===== src/rtl/addsub_pkg.sv =====
// Shared constants, FSM state type and saturation helper for the digit-serial adder/subtractor.
package addsub_pkg;

    localparam logic OP_ADD = 1'b0;
    localparam logic OP_SUB = 1'b1;

    // Widest operand the saturation helper can describe.
    localparam int unsigned SatMaxW = 64;

    typedef enum logic {
        StIdle,
        StRun
    } state_e;

    // Clamp value for a WIDTH-bit signed result: min negative when neg=1, else max positive.
    function automatic logic [SatMaxW-1:0] sat_value(input int unsigned width, input logic neg);
        logic [SatMaxW-1:0] top_bit;
        top_bit = SatMaxW'(1) << (width - 1);
        return neg ? top_bit : (top_bit - SatMaxW'(1));
    endfunction

endpackage


===== src/rtl/digit_adder.sv =====
// Combinational DIGIT-bit adder slice; also exposes the carry into its top bit for overflow.
module digit_adder #(
    parameter int unsigned DIGIT = 1
) (
    input  logic [DIGIT-1:0] x_i,
    input  logic [DIGIT-1:0] y_i,
    input  logic             cin_i,
    output logic [DIGIT-1:0] s_o,
    output logic             cout_o,
    output logic             c_msb_in_o
);

    logic [DIGIT:0] full;

    always_comb begin
        full       = {1'b0, x_i} + {1'b0, y_i} + {{DIGIT{1'b0}}, cin_i};
        s_o        = full[DIGIT-1:0];
        cout_o     = full[DIGIT];
        // Carry into the top bit recovered from the sum bit, valid for DIGIT=1 too.
        c_msb_in_o = full[DIGIT-1] ^ x_i[DIGIT-1] ^ y_i[DIGIT-1];
    end

endmodule


===== src/rtl/serial_addsub.sv =====
// Digit-serial two's-complement add/sub, DIGIT bits per cycle LSB first, start/busy/done handshake.
// Define ADDSUB_SATURATE_EN to clamp the sum on signed overflow.
module serial_addsub
    import addsub_pkg::*;
#(
    parameter int unsigned WIDTH = 8,
    parameter int unsigned DIGIT = 1
) (
    input  logic             clk_i,
    input  logic             rst_n,
    input  logic             start_i,
    input  logic [WIDTH-1:0] a_i,
    input  logic [WIDTH-1:0] b_i,
    input  logic             op_i,
    output logic             busy_o,
    output logic             done_o,
    output logic [WIDTH-1:0] sum_o,
    output logic             overflow_o,
    output logic             carry_out_o
);

    localparam int unsigned N    = WIDTH / DIGIT;
    localparam int unsigned CntW = $clog2(N) + 1;
    localparam logic [CntW-1:0] LastCnt = CntW'(N - 1);

    state_e           state_q, state_d;
    logic [WIDTH-1:0] opa_q, opa_d;
    logic [WIDTH-1:0] opb_q, opb_d;
    logic [WIDTH-1:0] res_q, res_d;
    logic [WIDTH-1:0] sum_q, sum_d;
    logic [CntW-1:0]  cnt_q, cnt_d;
    logic             carry_q, carry_d;
    logic             ovf_q, ovf_d;
    logic             cout_q, cout_d;
    logic             done_q, done_d;
`ifdef ADDSUB_SATURATE_EN
    logic               a_msb_q, a_msb_d;
    logic [SatMaxW-1:0] sat_full;
`endif

    logic [DIGIT-1:0] dig_s;
    logic             dig_cout;
    logic             dig_cmsb;
    logic [WIDTH-1:0] res_shift;

    digit_adder #(
        .DIGIT(DIGIT)
    ) u_digit_adder (
        .x_i       (opa_q[DIGIT-1:0]),
        .y_i       (opb_q[DIGIT-1:0]),
        .cin_i     (carry_q),
        .s_o       (dig_s),
        .cout_o    (dig_cout),
        .c_msb_in_o(dig_cmsb)
    );

    always_comb begin
        state_d   = state_q;
        opa_d     = opa_q;
        opb_d     = opb_q;
        res_d     = res_q;
        sum_d     = sum_q;
        cnt_d     = cnt_q;
        carry_d   = carry_q;
        ovf_d     = ovf_q;
        cout_d    = cout_q;
        done_d    = 1'b0;
        // New digit enters from the MSB side so the result is aligned after N shifts.
        res_shift = (res_q >> DIGIT) | (WIDTH'(dig_s) << (WIDTH - DIGIT));
`ifdef ADDSUB_SATURATE_EN
        a_msb_d   = a_msb_q;
        sat_full  = sat_value(WIDTH, a_msb_q);
`endif
        unique case (state_q)
            StIdle: begin
                if (start_i) begin
                    opa_d   = a_i;
                    opb_d   = (op_i == OP_SUB) ? ~b_i : b_i;
                    carry_d = op_i;
                    cnt_d   = '0;
                    state_d = StRun;
`ifdef ADDSUB_SATURATE_EN
                    a_msb_d = a_i[WIDTH-1];
`endif
                end
            end
            StRun: begin
                opa_d   = opa_q >> DIGIT;
                opb_d   = opb_q >> DIGIT;
                res_d   = res_shift;
                carry_d = dig_cout;
                cnt_d   = cnt_q + CntW'(1);
                if (cnt_q == LastCnt) begin
                    sum_d   = res_shift;
                    cout_d  = dig_cout;
                    ovf_d   = dig_cmsb ^ dig_cout;
                    done_d  = 1'b1;
                    state_d = StIdle;
`ifdef ADDSUB_SATURATE_EN
                    if (dig_cmsb ^ dig_cout) begin
                        sum_d = sat_full[WIDTH-1:0];
                    end
`endif
                end
            end
            default: state_d = StIdle;
        endcase
    end

    always_ff @(posedge clk_i or negedge rst_n) begin
        if (!rst_n) begin
            state_q <= StIdle;
            opa_q   <= '0;
            opb_q   <= '0;
            res_q   <= '0;
            sum_q   <= '0;
            cnt_q   <= '0;
            carry_q <= 1'b0;
            ovf_q   <= 1'b0;
            cout_q  <= 1'b0;
            done_q  <= 1'b0;
`ifdef ADDSUB_SATURATE_EN
            a_msb_q <= 1'b0;
`endif
        end else begin
            state_q <= state_d;
            opa_q   <= opa_d;
            opb_q   <= opb_d;
            res_q   <= res_d;
            sum_q   <= sum_d;
            cnt_q   <= cnt_d;
            carry_q <= carry_d;
            ovf_q   <= ovf_d;
            cout_q  <= cout_d;
            done_q  <= done_d;
`ifdef ADDSUB_SATURATE_EN
            a_msb_q <= a_msb_d;
`endif
        end
    end

    assign busy_o      = (state_q == StRun);
    assign done_o      = done_q;
    assign sum_o       = sum_q;
    assign overflow_o  = ovf_q;
    assign carry_out_o = cout_q;

endmodule


===== config.mk =====
export PLATFORM = sky130hd
export DESIGN_NAME = serial_addsub
export DESIGN_NICKNAME = d
export VERILOG_FILES = /design/src/rtl/addsub_pkg.sv /design/src/rtl/digit_adder.sv /design/src/rtl/serial_addsub.sv
export SDC_FILE = /design/constraint.sdc
export NUM_CORES = 1
export LEC_CHECK = 0
export ABC_AREA = 1
export CAP_MARGIN = 20
export CORE_UTILIZATION = 51
export DETAILED_ROUTE_END_ITERATION = 10
export GPL_TIMING_DRIVEN = 0
export PLACE_DENSITY = 0.84
export SETUP_SLACK_MARGIN = 0.1
export SYNTH_ARGS = -nofsm -noshare
export SYNTH_HDL_FRONTEND = slang
export SYNTH_SLANG_ARGS = --single-unit

===== constraint.sdc =====
create_clock -name clk_i -period 1.9 [get_ports clk_i]
set_input_delay 0.285 -clock clk_i [delete_from_list [all_inputs] [get_ports clk_i]]
set_output_delay 0.285 -clock clk_i [all_outputs]
set_load 0.01 [all_outputs]

==> results.yml, run 1 <==
synth:
  seq_area_frac_synth_pct: 55.98
  synthCells: 185
  synth_area_mm2: 0.001788
  synth_nets: 207
  synthArstFlopShare_pct: 100.0
  synthFlopType: "dfrtp_1"
  yosys-top-cells-count: "nand2_1, dfrtp_1, inv_1, o21ai_0, o21ai_2"
  synth_edf_count: 0
  synth_seq_cells: 40
  yosys-top-cells-area: "dfrtp_1, nand2_1, o21ai_0"
  yosysMostFrequentCell: "nand2_1"
  avgSynthCellArea_um2: 9.665
  yosysWarnings: 0
  ys_types: 21
  yosysTopAreaCellShare_pct: 55.98
  synth_largest_area_cell: "dfrtp_1"
sta:
  tightest_slew_ns: 0.8366
  rsz0062_at_grt: "false"
  tns_ns: 0
  slew_headroom_pct: 44.23
  drv_slew: 0
  hold_viol: 0
  setup_viol: 0
  fin_crit_ns: 1.645
  post-route-period-util_pct: 86.57
  max_freq_ghz: 0.6080
  fin_skew_ns: 0.008078
clock_network:
  clockBufferDepth: 2
  cts_num_sinks: 40
  h-tree-depth: 2
  cts_root_buffer: "clkbuf_4"
  post_cts_buffers: 0
  cts.clk_slew.worst_paths_ns: 0.11
  numCtsBuffers: 5
  clk_latency_ns: 0.34
  cts_tree: "yes"
  cts_resized: 0
  ctsHoldBuffers: 0
floorplanning:
  rows: 21
  die_x_um: 61.21
  start_util_pct: 53.58
  die_area_mm2: 0.003747
  io_pins: 32
  core_area_mm2: 0.003337
  fp.dieH_um: 61.21
drt:
  drcViolationCount: 0
  drt_iter0_markers: 27
  drt-vias-per-instance: 4.970
  first_pass_iters: 4
  wire_per_inst_um: 11.07
  drt-total-wl_mm: 2.966
  vias: 1332
  antenna_left: 0
placement:
  dp.cells: 261
  dp_hpwl_mm: 2.141
  io_buffers: 30
  gp_congestion: 0.7530
  placed_cell_area_mm2: 0.002141
setup_path:
  cp_cell_sequence: "clkdlybuf4s50_1"
  crit_buf_inv: 1
  critPathTopFamily: "buffers and inverters"
  cp_slowest_cell: "clkdlybuf4s50_1"
  critPathArrivalTime_ns: 1.36
  required_ns: 1.62
  path_class: "flop to primary output"
  cp-start-kind: "flop"
  critPathMaxStageDelay_ns: 0.57
  critPathCaptureType: "primary output"
  cp_max_fo: 4
job:
  drv_cap: 0
grt:
  antenna_found_initial: 0
  grt-ovfl-total: 0
  grt_pass1_wl_mm: 5.271
  grt_pass1_vias: 1238
  grt_max_degree: 41
  gr-usage-all-layers_pct: 19.90
layout:
  instances_no_fill: 268
  area_delta_synth_final_pct: 22.32
  drive_gt1_share_pct: 12.16
  postLayoutCellArea_mm2: 0.002187
  num-nets-final: 244
  n_antenna_cell: 0
power:
  p_leak_nw: 0.9970
  p_per_area_mw_per_mm2: 1394
  fin_total_pwr_mw: 3.049
  ir_worst_vdd_uv: 666.7
run_status:
  status: "complete, no violations"
hold_path:
  holdCritPathClass: "input port to asynchronous set/reset pin"
## report_power, final
part | switching, mW | internal [mW] | total, mW | leakage (nW)
sequential | 0.197 | 1.18 | 1.37 | 0.520
clock | 0.252 | 0.136 | 0.389 | 0.0281
combinational | 0.688 | 0.601 | 1.29 | 0.448
total | 1.14 | 1.91 | 3.05 | 0.997
## cells by family after synthesis
| logic type | after synthesis | synth area share, % |
|---|---|---|
| AND/OR/NAND/NOR | 64 | 14.91 |
| flip-flops | 40 | 55.98 |
| adder cells (fa/ha/maj) | 2 | 1.819 |
| buffers and inverters | 29 | 7.347 |
| AO/OA/AOI/OAI | 42 | 16.03 |
| XOR/XNOR | 8 | 3.919 |
## flip-flops by register name, indices dropped and copies added, names as in the netlist
name / cells
carry_out_o: 1
opa_q: 8
cnt_q: 4
res_q: 7
opb_q: 8
done_o: 1
sum_o: 8
carry_q: 1
overflow_o: 1
busy_o: 1
## cell usage in the layout, fill, tap and decap left out, types with 2 or more instances in the layout
cell type and instances:
nand2_1 51, dfrtp_1 40, clkdlybuf4s50_1 29, inv_1 21
o21ai_0 18, o21ai_2 9, xnor2_1 8, a22oi_1 7
nor2_1 6, clkbuf_4 5, buf_2 4, nand3_1 4
buf_4 3, o211ai_1 3, o221ai_1 3, nor2_4 2
## metrics by stage
step	util [%]	hold slack (ns)	worst slack (ns)
after floorplan	-	-0.01059	0.5221
after global placement	64.30	0.4610	-0.3591
after detailed placement	64.15	0.4410	0.4040
after CTS	65.54	0.05627	0.2466
after global routing	65.54	0.07516	0.2138
final	65.54	0.03434	0.2552
## routing by layer
layer  GRT usage [%]  part of all wire, %  vias up
met5               0                    0        -
met2           34.94                   47       35
li1                -                    -      670
met4           10.71                  2.3        0
met3           3.782                  3.7        8
met1           22.96                   47      619
## final timing paths
kind | start | to | depth (start not counted) | slack, ns
worst max-delay path | busy_o$_DFF_PN0_ | busy_o | 1 | 0.26
worst min-delay path | rst_n | sum_o[0]$_DFFE_PN0P_ | 1 | 0.03
worst max register to register | opb_q[0]$_DFFE_PN0P_ | overflow_o$_DFFE_PN0P_ | 7 | 0.40
worst min register to register | sum_o[4]$_DFFE_PN0P_ | sum_o[4]$_DFFE_PN0P_ | 2 | 0.49
max in group asynchronous | rst_n | cnt_q[0]$_DFFE_PN0P_ | 1 | 1.33
min in group clk_i | op_i | carry_q$_DFFE_PN0P_ | 3 | 0.35
## area by class of cell
type                            instances  area [um^2]
Fill cell                             298         1150
Sequential cell                        40         1001
Multi-Input combinational cell        116        655.6
Timing Repair Buffer                   30        295.3
Inverter                               22        82.58
Tap cell                               46        57.56
Buffer                                  7        48.80
Clock buffer                            6        41.29
Clock inverter                          1        5.005
(Power assumes the default switching activity.)
==> run 2, diff against run 1 <==
- CTS_CLUSTER_SIZE: not set -> 40
- GPL_ROUTABILITY_DRIVEN: not set -> 0
==> results of run 2 <==
The final DEF is identical to that of run 1; final timing and power are the same.
